## src/rtl/de_pipe_buffer.sv

```systemverilog
// Decode/Execute buffer: two-entry (main + skid) valid/ready register with flush; accepted data is visible the cycle after the edge.
// in_ready is registered and drops only when both entries are live; ctrl_out is zeroed whenever main is empty.
module de_pipe_buffer #(
  parameter int CTRL_W = 11,
  parameter int DATA_W = 16,
  parameter int ADDR_W = 3,
  parameter int FUNC_W = 3
) (
  input  logic              clk,
  input  logic              rst_n,
  input  logic              flush,
  input  logic              in_valid,
  output logic              in_ready,
  input  logic [CTRL_W-1:0] ctrl_in,
  input  logic [DATA_W-1:0] rd1_in,
  input  logic [DATA_W-1:0] rd2_in,
  input  logic [ADDR_W-1:0] wadd_in,
  input  logic [FUNC_W-1:0] func_in,
  output logic              out_valid,
  input  logic              out_ready,
  output logic [CTRL_W-1:0] ctrl_out,
  output logic [DATA_W-1:0] rd1_out,
  output logic [DATA_W-1:0] rd2_out,
  output logic [ADDR_W-1:0] wadd_out,
  output logic [FUNC_W-1:0] func_out
);

  typedef struct packed {
    logic [CTRL_W-1:0] ctrl;
    logic [DATA_W-1:0] rd1;
    logic [DATA_W-1:0] rd2;
    logic [ADDR_W-1:0] wadd;
    logic [FUNC_W-1:0] func;
  } ent_t;

  typedef enum logic [1:0] {EMPTY, HALF, FULL} state_t;

  state_t state_q, state_d;
  ent_t   main_q, main_d;
  ent_t   skid_q, skid_d;
  ent_t   in_ent;
  logic   accept, take;

  assign in_ent    = {ctrl_in, rd1_in, rd2_in, wadd_in, func_in};
  assign in_ready  = (state_q != FULL);
  assign out_valid = (state_q != EMPTY);
  assign accept    = in_valid & in_ready;
  assign take      = out_valid & out_ready;

  always_comb begin
    state_d = state_q;
    main_d  = main_q;
    skid_d  = skid_q;
    if (flush) begin
      // Payload fields are left untouched so the data outputs keep their last value.
      state_d = EMPTY;
    end else begin
      case (state_q)
        EMPTY: begin
          if (accept) begin
            state_d = HALF;
            main_d  = in_ent;
          end
        end
        HALF: begin
          if (accept && take) begin
            main_d = in_ent;
          end else if (accept) begin
            state_d = FULL;
            skid_d  = in_ent;
          end else if (take) begin
            state_d = EMPTY;
          end
        end
        FULL: begin
          if (take) begin
            state_d = HALF;
            main_d  = skid_q;
          end
        end
        default: state_d = EMPTY;
      endcase
    end
  end

  always_ff @(posedge clk or negedge rst_n) begin
    if (!rst_n) begin
      state_q <= EMPTY;
      main_q  <= '0;
      skid_q  <= '0;
    end else begin
      state_q <= state_d;
      main_q  <= main_d;
      skid_q  <= skid_d;
    end
  end

  // Bubbles carry no control so no write-back or I/O side-effect reaches Execute.
  assign ctrl_out = out_valid ? main_q.ctrl : '0;
  assign rd1_out  = main_q.rd1;
  assign rd2_out  = main_q.rd2;
  assign wadd_out = main_q.wadd;
  assign func_out = main_q.func;

endmodule

```

## config.mk

```make
export PLATFORM = sky130hd
export DESIGN_NAME = de_pipe_buffer
export DESIGN_NICKNAME = d
export VERILOG_FILES = /design/src/rtl/de_pipe_buffer.sv
export SDC_FILE = /design/constraint.sdc
export NUM_CORES = 1
export LEC_CHECK = 0
export BUFFER_PORTS_ARGS = -buffer_cell sky130_fd_sc_hd__buf_2
export CORE_MARGIN = 8
export CORE_UTILIZATION = 40
export DETAILED_ROUTE_END_ITERATION = 6
export SETUP_SLACK_MARGIN = 0.4
export SLEW_MARGIN = 20
export SYNTH_ARGS = -nofsm -noshare
export SYNTH_HDL_FRONTEND = slang
export SYNTH_SLANG_ARGS = --single-unit
export TNS_END_PERCENT = 30
```

## constraint.sdc

```tcl
create_clock -name clk -period 5 [get_ports clk]
set_clock_uncertainty 0.2 [all_clocks]
set_input_delay 0.5 -clock clk [delete_from_list [all_inputs] [get_ports clk]]
set_output_delay 0.5 -clock clk [all_outputs]
set_load 0.01 [all_outputs]
```

---- Yosys cells after proc, flatten, opt, wreduce, memory -nomap -nowiden ----
Cells that the tools add are included.
Widths: inputs -> output; s select.
operators by class
  bitwise gates (word level) .............. 4
  reduce and logical (&&, ||, !) cells .... 7
  muxes and demuxes ....................... 12
  equality and inequality tests ........... 10
operator list
  operator            number
  $mux 49             3
  $pmux 49 s3         1
  $mux 2              6
  $mux 11             1
  $ne 3x3->1 const B  3
  $ne 2x2->1 const B  4
  $reduce_and 4->1    2
  $pmux 2 s3          1
  $reduce_and 5->1    1
  $ne 4x4->1 const B  1
  $reduce_bool 3->1   1
  $and 1x1->1         2
  $eq 2x1->1 const B  1
  $eq 2x2->1 const B  1
  $logic_not 2->1     1
  $not 1->1           2
  $reduce_bool 2->1   1
  $logic_and 1x1->1   1
word-level totals
  flip-flop bits (word level) ............. 100
  bits of input ports ..................... 54
  output and inout bits ................... 51

---- Longest topological paths before layout ----
  depth after elaboration ................. 7
  gate-level depth with buffers ........... 6

---- Worst setup path after synthesis ----
Ideal clock, no wire load.
  path type ............................... input port to flip-flop
  start point ............................. input in_valid
  end point ............................... register skid_q[38] (netlist name)
  setup slack ............................. 3137 ps
  arrival time ............................ 1535 ps
  cell stages on the path ................. 5
  buffers on the path ..................... 2
  data required time ...................... 4673 ps
  path through ............................ nor2b_2 > nor3b_2 > buf_4 > buf_6 > mux2_1
between the ends
  cells in the longest elaborated chain, start to end .. 4
ends and longest elaborated chain
  item                                   RTL line  RTL
  start, declared                        12        input logic in_valid,
  $and 1x1->1 (*)                        47        assign accept = in_valid & in_ready;
  $logic_and 1x1->1                      66        if (accept && take) begin
  $not 1->1 (no source line)             n/a
  $reduce_and 4->1 (no source line) (*)  n/a
  end signal, assigned                   94        skid_q <= skid_d;
  end, declared                          40        ent_t skid_q, skid_d;
Every way passes the cells marked *; elsewhere a longest branch is shown, timed or not.
A chain may end at the register's enable or synchronous reset.

---- Final worst setup path ----
  start point ............................. register state_q[1]
  end point ............................... register main_q, in the netlist rd1_out[3]
between the ends
  cells in the longest elaborated chain, start to end .. 5
ends and longest elaborated chain
  item                                                    RTL line  RTL
  start, declared                                         38        state_t state_q, state_d;
  start signal, assigned                                  92        state_q <= state_d;
  $ne 2x2->1 / $reduce_bool 2->1 (equally long branches)  45, 46
  $and 1x1->1, on equally long branches                   47, 48
  $logic_and 1x1->1                                       66
  $ne 2x2->1 (no source line)                             n/a
  $reduce_and 5->1 (no source line)                       n/a
  end signal, assigned                                    93        main_q <= main_d;
  end, declared                                           39        ent_t main_q, main_d;
Parallel ways exist; a longest one is shown, timed or not.

==> reports/results.tsv <==
metric	value	unit
adder-cell share of the synthesized area	0	%
Tot GR Track Use	12.56	%
largest net degree at the start of global routing	52	
switching share of power	24.48	%
TritonCTS Buffers	9	
layout cells sized above 1	66.25	%
Compound-Gate Fraction of Synth Area	0.7280	%
outcome	complete, no violations	
Max-slew headroom	35.13	%
Switch Pwr	0.5626	mW
gr busiest metal	met2	
Crit. End Element	flop	
htree depth	3	
# IOs	105	
Seq/Total Area, Yosys	52.00	%
GRT met1 Usage	16.28	%
floorplan row count	40	
Port-buffer cells	104	
Die Wd	125.7	um
crit path launch type	flop	
grt ovf	0	
worst-margin pin slew	0.9709	ns
Gate power share	18.6	%
routed wire length	9397	um
layout overhead on the synthesized area	13.73	%
number of iterations in the first detailed-routing pass	4	
Unique masters post-synth	22	
clk_lat worst skew	0.35	ns
vias in the first global route	3041	
Max VDD drop	0.0003272	V
Layout Nets	449	
Final Setup Violations	0	
Pint	1.736	mW
met2 Use GR	18.47	%
DIE AREA	15800	um^2
CTS Root Cell	clkbuf_16	
Post-DP HPWL	6298	um
main combinational cell family by area after synthesis	multiplexers	
Sequential Power Share	47.8	%
setup TNS	0	ns
Routed Antenna Nets	0	
post-synthesis cell count	330	
Detailed Route Iter0 Violations	113	
Max Cap Viol	0	
Post-Synth Simple-Gate Area	2.704	%
required time worst endpoint	5.03	ns
Design Area, Final	5473	um^2
first-pass GRT wire length	15600	um
xor/xnor share of the synthesized area	0	%
Avg Cell Area, Syn	14.58	um^2
CTS Buffer Depth	2	
Die Span Y	125.7	um
initial antenna violation count	1	
clock sink count	100	
Hold Vio Cnt, Final	0	
Initial Util	40.57	%
Final min period	2.722	ns
DR vias/cell	4.899	
Leakage	2.487	nW
FILL cells	1092	
RSZ-0062 raised after global routing	no	
fin crit share	54.44	%
Post-CTS Setup Repair Bufs	0	
HP Class	in -> reg	
CORE AREA	11860	um^2
Synthesized Nets	384	
Clk pwr share	33.6	%
Pins Over Slew Limit	0	
CP Class	reg -> reg	
Yosys Warn Count	0	
Final Wtd Congestion	0.6927	
post-placement cell area	5126	um^2
TritonCTS clock tree	built	
number of diodes	0	
Residual DRC	0	
CTS resizes	0	
mux cell area share after synthesis	35.18	%
met3 Resource Use GR	4.726	%
Fmax achieved	367.4	MHz
critical path arrival	2.75	ns
FF+latch count, synth	100	
CP Max Fanout	31	
power per cell area	419.9	nW/um^2
Mapped Area	4812	um^2
via count	2680	
CTS clk-pin slew, worst paths	0.07	ns
Routed WL per cell	17.18	um
## area by class of cell
cell class              instances  area [um^2]  share of cell area (%)
multi-input cells             173         1879                   34.34
inverters                       2        7.507                  0.1372
flip-flops and latches        100         2502                   45.72
clock buffers                  12        266.5                   4.870
clock inverters                 4        70.07                   1.280
well taps                     147        183.9                   3.361
repair buffers                109        563.0                   10.29
## per-stage QoR
stage	instances	setup WS [ns]	hold slack, ns	total power, mW	utilization (%)
after global placement	530	2.136	0.2613	1.530	43.22
after detailed placement	530	2.086	0.2729	1.553	43.22
after floorplan	330	3.137	0.004409	1.461	-
after global routing	547	2.074	0.1745	2.420	46.14
final	547	2.278	0.1832	2.298	46.14
after CTS	547	2.201	0.1665	2.338	46.14
## repair_timing
item                                   in CTS  in global routing
setup endpoints to repair                   0                  0
endpoints found under the hold margin      18                  0
hold buffers                                1                  0
## synth_stat cells
| cell | instances | area, um^2 |
|---|---|---|
| a21oi_1 | 2 | 10.01 |
| a21oi_2 | 1 | 8.760 |
| buf_12 | 1 | 20.02 |
| buf_2 | 3 | 15.01 |
| buf_4 | 42 | 315.3 |
| buf_6 | 8 | 90.09 |
| clkbuf_1 | 1 | 3.750 |
| dfrtp_1 | 100 | 2502 |
| inv_1 | 2 | 7.510 |
| mux2_1 | 10 | 112.6 |
| mux2_2 | 127 | 1430 |
| mux2_4 | 10 | 150.1 |
| nand2_1 | 2 | 7.510 |
| nand2b_1 | 1 | 6.260 |
| nand3b_1 | 1 | 7.510 |
| nor2_1 | 2 | 7.510 |
| nor2b_1 | 12 | 75.07 |
| nor2b_2 | 1 | 8.760 |
| nor3_1 | 1 | 5.000 |
| nor3b_2 | 1 | 12.51 |
| o21a_1 | 1 | 7.510 |
| o22a_1 | 1 | 8.760 |
## routing by layer
layer  vias up  wire length [um]
li1       1244                 -
met1      1348              4558
met2        73              4132
met3        13               546
met4         2               145
met5         -                13
## critical path, cell delays in order, from the launching register on
cell	delay, ns
dfrtp_1	0.45
nor2b_4	0.84
buf_4	0.45
mux2_2	0.38
mux2_2	0.27
## sequential cells by signal, indices dropped and copies added, names as in the netlist
signal and count:
func_out 3, main_q 11, rd2_out 16, skid_q 49
rd1_out 16, wadd_out 3, state_q 2
## worst paths after layout
kind / start / to / slack, ns / cells after the start
worst min register to register: skid_q[42] / skid_q[42] / 0.29 / 1
worst max register to register: state_q[1] / rd1_out[3] / 2.28 / 4
min in group asynchronous: rst_n / skid_q[39] / 0.51 / 2
worst min-delay path: ctrl_in[1] / skid_q[39] / 0.18 / 2
worst max-delay path: state_q[1] / rd1_out[3] / 2.28 / 4
max in group asynchronous: rst_n / rd2_out[4] / 2.99 / 3
## cells in the final DEF, fill, tap and decap left out, types with 2 or more instances in the layout
| master | netlist | routed |
|---|---|---|
| buf_4 | 42 | 5 |
| clkinv_2 | 0 | 2 |
| mux2_4 | 10 | 10 |
| mux2_2 | 127 | 127 |
| a21oi_1 | 2 | 2 |
| mux2_1 | 10 | 10 |
| inv_1 | 2 | 2 |
| buf_2 | 3 | 103 |
| nand2_1 | 2 | 2 |
| clkbuf_8 | 0 | 3 |
| dfrtp_1 | 100 | 100 |
| nor2_1 | 2 | 2 |
| bufinv_16 | 0 | 2 |
| nor2b_1 | 12 | 11 |
| clkbuf_16 | 0 | 9 |
## logic make-up after synthesis
logic type             count (synthesis)
muxes                                147
and+or+nand+nor                       21
buffers and inverters                 57
AOI/OAI and AO/OA                      5
DFF                                  100
## power by group through the flow
stage | Combinational (mW) | Sequential (mW) | Clock (mW)
2_1_floorplan | 0.380 | 1.08 | 0
3_5_place_dp | 0.437 | 1.12 | 0
6_report | 0.428 | 1.10 | 0.771
4_1_cts | 0.440 | 1.10 | 0.797
3_3_place_gp | 0.425 | 1.10 | 0
5_1_grt | 0.471 | 1.13 | 0.823
(Power assumes the default switching activity.)
